## src/rtl/stump_pkg.sv

```systemverilog
// Shared encodings for the Stump control unit: states, opcodes, branch conditions, flag bits.
// Latency: n/a (constants and types only).
// Backpressure: n/a.
package stump_pkg;

    localparam int STATE_W = 2;

    typedef enum logic [STATE_W-1:0] {
        ST_FETCH   = 2'b00,
        ST_EXECUTE = 2'b01,
        ST_MEMORY  = 2'b10,
        ST_HALT    = 2'b11
    } state_t;

    localparam logic [2:0] OP_ADD  = 3'b000;
    localparam logic [2:0] OP_ADC  = 3'b001;
    localparam logic [2:0] OP_SUB  = 3'b010;
    localparam logic [2:0] OP_SBC  = 3'b011;
    localparam logic [2:0] OP_AND  = 3'b100;
    localparam logic [2:0] OP_OR   = 3'b101;
    localparam logic [2:0] OP_LDST = 3'b110;
    localparam logic [2:0] OP_BCC  = 3'b111;

    localparam logic [3:0] COND_AL = 4'h0;
    localparam logic [3:0] COND_NV = 4'h1;
    localparam logic [3:0] COND_HI = 4'h2;
    localparam logic [3:0] COND_LS = 4'h3;
    localparam logic [3:0] COND_CC = 4'h4;
    localparam logic [3:0] COND_CS = 4'h5;
    localparam logic [3:0] COND_NE = 4'h6;
    localparam logic [3:0] COND_EQ = 4'h7;
    localparam logic [3:0] COND_VC = 4'h8;
    localparam logic [3:0] COND_VS = 4'h9;
    localparam logic [3:0] COND_PL = 4'hA;
    localparam logic [3:0] COND_MI = 4'hB;
    localparam logic [3:0] COND_GE = 4'hC;
    localparam logic [3:0] COND_LT = 4'hD;
    localparam logic [3:0] COND_GT = 4'hE;
    localparam logic [3:0] COND_LE = 4'hF;

    localparam int FLAG_N = 3;
    localparam int FLAG_Z = 2;
    localparam int FLAG_V = 1;
    localparam int FLAG_C = 0;

    localparam logic [2:0]  REG_PC  = 3'b111;
    // BAL with offset -1: a branch to itself, used as the halt idiom.
    localparam logic [15:0] HALT_IR = 16'hE0FF;

endpackage

```

## src/rtl/stump_if.sv

```systemverilog
// Control bundle between the Stump sequencer and its datapath (ir/flags in, decode and strobes out).
// Latency: n/a (wires only).
// Backpressure: none; master = controller, slave = datapath. Optional macro STUMP_HALT_EN adds 'halted'.
interface stump_if;
    logic [15:0] ir;
    logic [3:0]  flags_in;
    logic        fetch;
    logic        execute;
    logic        memory;
    logic [2:0]  alu_func;
    logic        c_in;
    logic        opB_imm;
    logic        ext_op;
    logic        reg_write;
    logic [2:0]  dest;
    logic [2:0]  srcA;
    logic [2:0]  srcB;
    logic [1:0]  shift_op;
    logic        mem_ren;
    logic        mem_wen;
    logic [3:0]  cc;
`ifdef STUMP_HALT_EN
    logic        halted;

    modport master (
        input  ir, flags_in,
        output fetch, execute, memory, alu_func, c_in, opB_imm, ext_op,
               reg_write, dest, srcA, srcB, shift_op, mem_ren, mem_wen, cc, halted
    );
    modport slave (
        output ir, flags_in,
        input  fetch, execute, memory, alu_func, c_in, opB_imm, ext_op,
               reg_write, dest, srcA, srcB, shift_op, mem_ren, mem_wen, cc, halted
    );
`else
    modport master (
        input  ir, flags_in,
        output fetch, execute, memory, alu_func, c_in, opB_imm, ext_op,
               reg_write, dest, srcA, srcB, shift_op, mem_ren, mem_wen, cc
    );
    modport slave (
        output ir, flags_in,
        input  fetch, execute, memory, alu_func, c_in, opB_imm, ext_op,
               reg_write, dest, srcA, srcB, shift_op, mem_ren, mem_wen, cc
    );
`endif
endinterface

```

## src/rtl/stump_cond_eval.sv

```systemverilog
// Branch condition evaluator: cond[3:0] against {N,Z,V,C} -> cond_true.
// Latency: combinational.
// Backpressure: none. Ports: cond (ir[11:8]), cc (condition codes), cond_true.
module stump_cond_eval
    import stump_pkg::*;
(
    input  logic [3:0] cond,
    input  logic [3:0] cc,
    output logic       cond_true
);

    logic n, z, v, c;

    assign n = cc[FLAG_N];
    assign z = cc[FLAG_Z];
    assign v = cc[FLAG_V];
    assign c = cc[FLAG_C];

    always_comb begin
        cond_true = 1'b0;
        case (cond)
            COND_AL: cond_true = 1'b1;
            COND_NV: cond_true = 1'b0;
            COND_HI: cond_true = !c && !z;
            COND_LS: cond_true = c || z;
            COND_CC: cond_true = !c;
            COND_CS: cond_true = c;
            COND_NE: cond_true = !z;
            COND_EQ: cond_true = z;
            COND_VC: cond_true = !v;
            COND_VS: cond_true = v;
            COND_PL: cond_true = !n;
            COND_MI: cond_true = n;
            COND_GE: cond_true = (n == v);
            COND_LT: cond_true = (n != v);
            COND_GT: cond_true = !z && (n == v);
            COND_LE: cond_true = z || (n != v);
            default: cond_true = 1'b0;
        endcase
    end

endmodule

```

## src/rtl/stump_control.sv

```systemverilog
// Stump sequencer: FETCH -> EXECUTE -> (MEMORY), ALU/regfile/memory control and the {N,Z,V,C} register.
// Latency: ALU and branch instructions 2 cycles, LD/ST 3 cycles; all outputs combinational from state/ir/cc.
// Backpressure: none. Ports: clk, rst_n (async active-low), bus (stump_if.master). Macro STUMP_HALT_EN adds HALT.
module stump_control
    import stump_pkg::*;
(
    input  logic     clk,
    input  logic     rst_n,
    stump_if.master  bus
);

    state_t     state_q, state_d;
    logic [3:0] cc_q, cc_d;

    logic [2:0] op;
    logic       typ;
    logic       s_bit;
    logic       cond_true;

    logic [2:0] alu_func;
    logic       opb_imm;
    logic       ext_op;
    logic       reg_write;
    logic [2:0] dest;
    logic [2:0] src_a;
    logic [2:0] src_b;
    logic       mem_ren;
    logic       mem_wen;

    assign op    = bus.ir[15:13];
    assign typ   = bus.ir[12];
    assign s_bit = bus.ir[11];

    stump_cond_eval u_cond_eval (
        .cond      (bus.ir[11:8]),
        .cc        (cc_q),
        .cond_true (cond_true)
    );

    always_comb begin
        state_d   = ST_FETCH;
        cc_d      = cc_q;
        alu_func  = OP_ADD;
        opb_imm   = 1'b0;
        ext_op    = 1'b0;
        reg_write = 1'b0;
        dest      = bus.ir[10:8];
        src_a     = bus.ir[7:5];
        src_b     = bus.ir[4:2];
        mem_ren   = 1'b0;
        mem_wen   = 1'b0;

        case (state_q)
            ST_FETCH: begin
                // PC <- PC+1 from the incrementer.
                reg_write = 1'b1;
                dest      = REG_PC;
                state_d   = ST_EXECUTE;
            end

            ST_EXECUTE: begin
                if (op <= OP_OR) begin
                    alu_func  = op;
                    opb_imm   = typ;
                    reg_write = 1'b1;
                    if (s_bit) begin
                        cc_d = bus.flags_in;
                    end
                    state_d = ST_FETCH;
                end else if (op == OP_LDST) begin
                    // Effective address only; result is consumed by the MEMORY cycle.
                    alu_func = OP_ADD;
                    opb_imm  = typ;
                    state_d  = ST_MEMORY;
                end else begin
                    // Bcc: PC <- PC + sign-extended 8-bit offset, written only if taken.
                    alu_func  = OP_ADD;
                    src_a     = REG_PC;
                    opb_imm   = 1'b1;
                    ext_op    = 1'b1;
                    dest      = REG_PC;
                    reg_write = cond_true;
                    state_d   = ST_FETCH;
`ifdef STUMP_HALT_EN
                    if (bus.ir == HALT_IR) begin
                        state_d = ST_HALT;
                    end
`endif
                end
            end

            ST_MEMORY: begin
                if (s_bit) begin
                    mem_ren   = 1'b1;
                    reg_write = 1'b1;
                end else begin
                    // Store data comes from the register named in the dest field.
                    mem_wen = 1'b1;
                    src_b   = bus.ir[10:8];
                end
                state_d = ST_FETCH;
            end

            default: begin
`ifdef STUMP_HALT_EN
                // Sticky until reset.
                state_d = ST_HALT;
`else
                state_d = ST_FETCH;
`endif
            end
        endcase
    end

    always_ff @(posedge clk or negedge rst_n) begin
        if (!rst_n) begin
            state_q <= ST_FETCH;
            cc_q    <= 4'b0000;
        end else begin
            state_q <= state_d;
            cc_q    <= cc_d;
        end
    end

    assign bus.fetch    = (state_q == ST_FETCH);
    assign bus.execute  = (state_q == ST_EXECUTE);
    assign bus.memory   = (state_q == ST_MEMORY);
    assign bus.alu_func = alu_func;
    assign bus.c_in     = cc_q[FLAG_C];
    assign bus.opB_imm  = opb_imm;
    assign bus.ext_op   = ext_op;
    assign bus.dest     = dest;
    assign bus.srcA     = src_a;
    assign bus.srcB     = src_b;
    assign bus.shift_op = typ ? 2'b00 : bus.ir[1:0];
    assign bus.cc       = cc_q;

    // Strobes are held off while reset is asserted so an interrupted
    // instruction commits nothing once rst_n has fallen.
    assign bus.reg_write = reg_write & rst_n;
    assign bus.mem_ren   = mem_ren & rst_n;
    assign bus.mem_wen   = mem_wen & rst_n;

`ifdef STUMP_HALT_EN
    assign bus.halted = (state_q == ST_HALT);
`endif

endmodule

```

## src/flat_wrapper.sv

```systemverilog
// flat-port wrapper written by rule: the top's interface ports become plain ports
module stump_control_flat import stump_pkg::*;
  (clk, rst_n, bus_ir, bus_flags_in, bus_fetch, bus_execute, bus_memory, bus_alu_func, bus_c_in, bus_opB_imm, bus_ext_op, bus_reg_write, bus_dest, bus_srcA, bus_srcB, bus_shift_op, bus_mem_ren, bus_mem_wen, bus_cc);
  stump_if bus_i ();
  input  logic clk;
  input  logic rst_n;
  input wire logic [$bits(bus_i.ir)-1:0] bus_ir;
  input wire logic [$bits(bus_i.flags_in)-1:0] bus_flags_in;
  output wire logic [$bits(bus_i.fetch)-1:0] bus_fetch;
  output wire logic [$bits(bus_i.execute)-1:0] bus_execute;
  output wire logic [$bits(bus_i.memory)-1:0] bus_memory;
  output wire logic [$bits(bus_i.alu_func)-1:0] bus_alu_func;
  output wire logic [$bits(bus_i.c_in)-1:0] bus_c_in;
  output wire logic [$bits(bus_i.opB_imm)-1:0] bus_opB_imm;
  output wire logic [$bits(bus_i.ext_op)-1:0] bus_ext_op;
  output wire logic [$bits(bus_i.reg_write)-1:0] bus_reg_write;
  output wire logic [$bits(bus_i.dest)-1:0] bus_dest;
  output wire logic [$bits(bus_i.srcA)-1:0] bus_srcA;
  output wire logic [$bits(bus_i.srcB)-1:0] bus_srcB;
  output wire logic [$bits(bus_i.shift_op)-1:0] bus_shift_op;
  output wire logic [$bits(bus_i.mem_ren)-1:0] bus_mem_ren;
  output wire logic [$bits(bus_i.mem_wen)-1:0] bus_mem_wen;
  output wire logic [$bits(bus_i.cc)-1:0] bus_cc;
  assign bus_i.ir = bus_ir;
  assign bus_i.flags_in = bus_flags_in;
  assign bus_fetch = bus_i.fetch;
  assign bus_execute = bus_i.execute;
  assign bus_memory = bus_i.memory;
  assign bus_alu_func = bus_i.alu_func;
  assign bus_c_in = bus_i.c_in;
  assign bus_opB_imm = bus_i.opB_imm;
  assign bus_ext_op = bus_i.ext_op;
  assign bus_reg_write = bus_i.reg_write;
  assign bus_dest = bus_i.dest;
  assign bus_srcA = bus_i.srcA;
  assign bus_srcB = bus_i.srcB;
  assign bus_shift_op = bus_i.shift_op;
  assign bus_mem_ren = bus_i.mem_ren;
  assign bus_mem_wen = bus_i.mem_wen;
  assign bus_cc = bus_i.cc;
  stump_control u_core (.clk(clk), .rst_n(rst_n), .bus(bus_i));
endmodule
```

## config.mk

```make
export PLATFORM = sky130hd
export DESIGN_NAME = stump_control_flat
export DESIGN_NICKNAME = d
export VERILOG_FILES = /design/src/rtl/stump_pkg.sv /design/src/rtl/stump_if.sv /design/src/rtl/stump_cond_eval.sv /design/src/rtl/stump_control.sv /design/src/flat_wrapper.sv
export SDC_FILE = /design/constraint.sdc
export NUM_CORES = 1
export LEC_CHECK = 0
export BUFFER_PORTS_ARGS = -buffer_cell sky130_fd_sc_hd__buf_2
export CAP_MARGIN = 20
export CORE_ASPECT_RATIO = 1.25
export CORE_UTILIZATION = 35
export DETAILED_ROUTE_END_ITERATION = 6
export GPL_TIMING_DRIVEN = 0
export PLACE_DENSITY = 0.74
export SLEW_MARGIN = 20
export SYNTH_ARGS = -nofsm -noshare
export SYNTH_HDL_FRONTEND = slang
export SYNTH_SLANG_ARGS = --single-unit
```

## constraint.sdc

```tcl
create_clock -name clk -period 1.93 [get_ports clk]
set_clock_uncertainty 0.1 [all_clocks]
set_input_delay 0.2895 -clock clk [delete_from_list [all_inputs] [get_ports clk]]
set_output_delay 0.2895 -clock clk [all_outputs]
set_load 0.005 [all_outputs]
```

# Word-level counts from Yosys, hierarchy flattened
# Cells that the tools add are included.
[classes]
eq_ne = 20
n_lt_le_gt_ge = 1
n_bitwise = 3
reduce_logical = 11
mux = 28
[ops]
columns = ["op", "n"]
rows = [
  ["$eq 4x4->1 const B", 8],
  ["$mux 3", 9],
  ["$eq 4x3->1 const B", 4],
  ["$pmux 1 s16", 1],
  ["$mux 1", 12],
  ["$eq 4x2->1 const B", 2],
  ["$mux 2", 3],
  ["$pmux 3 s2", 1],
  ["$eq 4x1->1 const B", 1],
  ["$logic_not 1->1", 4],
  ["$logic_not 4->1", 1],
  ["$pmux 2 s2", 1],
  ["$and 1x1->1", 3],
  ["$eq 3x3->1 const B", 1],
  ["$le 3x3->1 const B", 1],
  ["$pmux 1 s3", 1],
  ["$reduce_and 3->1", 1],
  ["$eq 2x1->1 const B", 1],
  ["$eq 2x2->1 const B", 1],
  ["$logic_and 1x1->1", 2],
  ["$logic_not 2->1", 1],
  ["$logic_or 1x1->1", 2],
  ["$eq 1x1->1", 1],
  ["$ne 1x1->1", 1],
]
[totals]
inputBits = 22
out_inout_bits = 27
wordCells = 65
regBits = 6

# Longest topological paths before layout
[depth]
ltp_word = 7
depth_mapped = 6
ltp_nobuf = 5

# Modules after synthesis
# A second synthesis with hierarchy kept.
[hier_totals]
cells_unflattened = 71
hier_area_um2 = 633.1
[by_module_without_submodules]
columns = ["module", "area_each_um2", "seq_area_each_um2", "cells_per_inst", "n_inst"]
rows = [
  ["stump_control", 437.9, 150.1, 45, 1],
  ["stump_cond_eval", 195.2, 0.0, 26, 1],
]

# Least setup slack after synthesis
# Ideal clock, no wire load.
[synth_timing]
path_type = "input to output"
startpoint = "input port bus_ir[9]"
endpoint = "output port bus_reg_write"
path_stages = 5
n_path_buf = 1
required_time_ps = 1541
arrival_time_ps = 1232
slack_ps = 309
cell_sequence = "buf_6 mux2_4 a311o_1 o21ai_1 a31oi_1"
[synth_between]
elab_chain_len = 6
word_cells_on_any_way = 21
classes_between = "eq/ne: 15; mux: 4; bitwise: 1; reduce/logical: 1"
[synth_lines]
columns = ["element", "line_no", "text"]
rows = [
  ["start: declaration", "flat_wrapper.sv:7", "input wire logic [$bits(bus_i.ir)-1:0] bus_ir;"],
  ["$eq 4x4->1 (tied with other cells)", "stump_cond_eval.sv:21", "case (cond)"],
  ["$pmux 1 s16 (*)", "stump_cond_eval.sv:21", ""],
  ["$mux 1 (*)", "stump_control.sv:70", "end else if (op == OP_LDST) begin"],
  ["$mux 1 (*)", "stump_control.sv:62", "if (op <= OP_OR) begin"],
  ["$pmux 1 s3 (*)", "stump_control.sv:53", "case (state_q)"],
  ["$and 1x1->1 (*)", "stump_control.sv:140", "assign bus.reg_write = reg_write & rst_n;"],
  ["end: declaration", "flat_wrapper.sv:16", "output wire logic [$bits(bus_i.reg_write)-1:0] bus_reg_write;"],
]
# Every way passes the cells marked *; elsewhere a longest branch is shown, timed or not.

# Worst setup path after layout
[layout_timing]
startpoint = "register u_core.cc_q[1], in the netlist u_core.bus.cc[1]"
endpoint = "output port bus_reg_write"
[layout_between]
elab_chain_len = 7
word_cells_on_any_way = 10
classes_between = "eq/ne: 2; mux: 4; bitwise: 1; reduce/logical: 3"
[layout_lines]
columns = ["element", "line_no", "text"]
rows = [
  ["start: declaration", "stump_control.sv:13", "logic [3:0] cc_q, cc_d;"],
  ["start signal: assignment", "stump_control.sv:118", "cc_q <= 4'b0000;"],
  ["start signal: assignment", "stump_control.sv:121", "cc_q <= cc_d;"],
  ["$ne 1x1->1 / $eq 1x1->1 (equally long branches)", "-", ""],
  ["$logic_or 1x1->1 / $logic_and 1x1->1 (equally long branches)", "stump_cond_eval.sv:37, stump_cond_eval.sv:36", ""],
  ["$pmux 1 s16 (*)", "stump_cond_eval.sv:21", ""],
  ["$mux 1 (*)", "stump_control.sv:70", ""],
  ["$mux 1 (*)", "stump_control.sv:62", ""],
  ["$pmux 1 s3 (*)", "stump_control.sv:53", ""],
  ["$and 1x1->1 (*)", "stump_control.sv:140", ""],
]
# Marked as above.

==> flow_summary.toml <==
[run_status]
status = "finished, violations left"
violations = "setup timing"

[min_path]
min_path_type = "primary input to flop"

[synth]
netlist_area_sq_um = 589
synth_ff_type = "dfrtp_1"
syn_avg_cell_area_sq_um = 8.18
netlist_top_cells_area = "dfrtp_1 (25%), mux2_2 (13%), or2_2 (6.4%)"
ys_ff_latch = 6
synth_xor_area_share_pct = 4.46
yosysWarnings = 0
muxShareOfSynthArea_pct = 17.6
synthAdderAreaFrac_pct = 0
yosys.area.top_type = "dfrtp_1"
synth_nets = 94
ys_async_sr_fraction_pct = 100
synthSimpleGateAreaFrac_pct = 33.1
synth.distinct_cells = 32
synth-compound-area-share_pct = 13.4
synth_enable_flop_cells = 0
synth_top_area_share_pct = 25.5
synth_top_family_by_area = "simple AND/OR/NAND/NOR gates"
synth_seq_area_share_pct = 25.5
syn_inst = 72

[run]
maxCapViolations = 0

[placed_design]
placed_area_sq_um = 842
placedCellCount = 136
dp_hpwl_um = 1250
place_ws_ns = 0.123
place.gp.congestion = 0.753
io_buffers = 46

[floorplanning]
die_x_um = 38.7
die_h_um = 47.9
core_sq_um = 1560
die_area_sq_um = 1850
num_io_pins = 49
placement_rows = 16
start_util_pct = 37.7

[cells_and_area]
fin_area_sq_um = 912
n_fill_cell = 157
diodes = 0
fin_nets = 149
drive_above_1_share_pct = 56.8
final_cells = 143
area_growth_pct = 54.8

[global_route]
antenna_found_initial = 0
grt_usage_pct = 17.2
grt_pass1_wl_um = 2190
grt.overflow.total = 0
grt_pass1_vias = 514
grt_max_degree = 11

[setup_path]
crit_fanout = 4
critPathLaunchType = "flop"
endpoint_kind = "output pin"
required_ns = 1.54
crit_type = "flop to output pin"
worstPathArrival_ns = 1.60

[sta]
hold_violations = 0
period_share_pct = 103
rsz0062_at_grt = "yes"
tns_ns = -0.0610
setup_viol = 1
fin_crit_ns = 1.99
worst_slack_ns = -0.0610
fmax_mhz = 502
worst_pin_slew_ns = 0.417
drv_slew = 0
relSlewSlack_pct = 72.2

[detailed_routing]
wirelength_um = 1590
vias_per_cell = 4.88
drc = 0
wl_per_cell_um = 11.1
drtIter0Drc = 17
vias = 698
firstDrtPassIters = 4
ant_nets = 0

[clock_network]
numCtsBuffers = 3
clk_pin_slew_ns = 0.04
cts_tree = "built"
cts_sinks = 6
clockBufferDepth = 2
htreeDepth = 1
clk_latency_ns = 0.24
cts-root-buf = "clkbuf_4"

[power]
power_density_nw_per_um2 = 991
p_total_uw = 904
power_switching_uw = 357
p_sw_share_pct = 39.5
comb_power_share_pct = 57.5
p_leak_nw = 0.474
vdd_drop_max_mv = 0.648
clkPwrFrac_pct = 12.5
internal_power_uw = 547
seqPwrFrac_pct = 30.1
## layout by cell type (no fill, tap or decap), types with 3 or more instances in the layout
master	n
buf_2	47
nor2_1	7
mux2_2	7
or2_2	6
dfrtp_1	6
o21ai_0	4
buf_4	4
nand3_1	3
a21oi_1	3
nor2b_1	3
nand2_1	3
clkbuf_4	3
## worst max-delay path: stages, from the launching register on
cell	delay, ns
dfrtp_1	0.42
mux2_4	0.28
a311o_1	0.30
o21ai_1	0.13
a31oi_1	0.09
buf_2	0.14
## sequential cells by signal, summed over array words and instances (netlist names)
register and flops:
u_core.bus.cc 4, u_core.state_q 2
## layout make-up
| class | instances | area [sq um] | share of cell area, % |
|---|---|---|---|
| Clock buffer | 3 | 22.5 | 2.47 |
| Sequential cell | 6 | 150 | 16.5 |
| Buffer | 4 | 27.5 | 3.02 |
| Timing Repair Buffer | 50 | 263 | 28.8 |
| Inverter | 2 | 7.51 | 0.823 |
| Multi-Input combinational cell | 60 | 419 | 46.0 |
| Tap cell | 18 | 22.5 | 2.47 |
## per-layer routing
layer	track usage [%]	up-vias	wire, um
met1	21.6	310	683
met5	0	-	0
met3	4.19	2	70
li1	-	363	-
met4	8.28	0	12
met2	27.7	23	821
## cells in the mapped netlist, types with 3 or more instances
| cell | count |
|---|---|
| a21oi_1 | 3 |
| nand2_1 | 3 |
| dfrtp_1 | 6 |
| nand3_1 | 3 |
| nor2_1 | 7 |
| nor2b_1 | 4 |
| o21ai_0 | 4 |
| mux2_2 | 7 |
| or2_2 | 6 |
## through the flow
step           util (%)  hold WS [ns]
5_1_grt            58.4         0.138
4_1_cts            57.1         0.148
2_1_floorplan         -        -0.106
3_5_place_dp       53.9        0.0406
6_report           58.4         0.152
3_3_place_gp       53.9        0.0362
## power by group through the flow
stage	registers [mW]	logic, mW	clock network, mW
detailed placement	0.268	0.474	0
global route	0.281	0.586	0.130
floorplan	0.255	0.284	0
global placement	0.262	0.461	0
finish	0.272	0.520	0.113
CTS	0.263	0.514	0.116
## repair_timing
item / 4_1_cts / 5_1_grt
pin swaps: 3 / 1
gates resized for setup: 1 / 2
hold endpoints to repair: 6 / 0
setup endpoints to repair: 4 / 4
hold buffers: 1 / 0
buffers inserted: 2 / 1
## cells by family (layout without fill, tap and decap cells)
| kind of cell | count (synthesis) | in the layout |
|---|---|---|
| simple gates | 35 | 35 |
| compound gates | 13 | 13 |
| mux | 9 | 9 |
| flops | 6 | 6 |
| buf+inv | 6 | 59 |
| xor+xnor | 3 | 3 |
## path summary, 6_finish.rpt
kind                                               from                           end  slack, ns  cells past startpoint
max in group asynchronous                         rst_n   u_core.state_q[1]$_DFF_PN0_       1.25                      2
min in group asynchronous                         rst_n  u_core.bus.cc[1]$_DFFE_PN0P_       0.31                      2
setup / recovery           u_core.bus.cc[1]$_DFFE_PN0P_                 bus_reg_write      -0.06                      5
hold / removal                               bus_ir[13]   u_core.state_q[1]$_DFF_PN0_       0.15                      2
setup reg to reg            u_core.state_q[0]$_DFF_PN0_  u_core.bus.cc[2]$_DFFE_PN0P_       0.38                      4
hold reg to reg             u_core.state_q[1]$_DFF_PN0_   u_core.state_q[0]$_DFF_PN0_       0.42                      1
No activity file was read; power rests on OpenSTA's default activity.
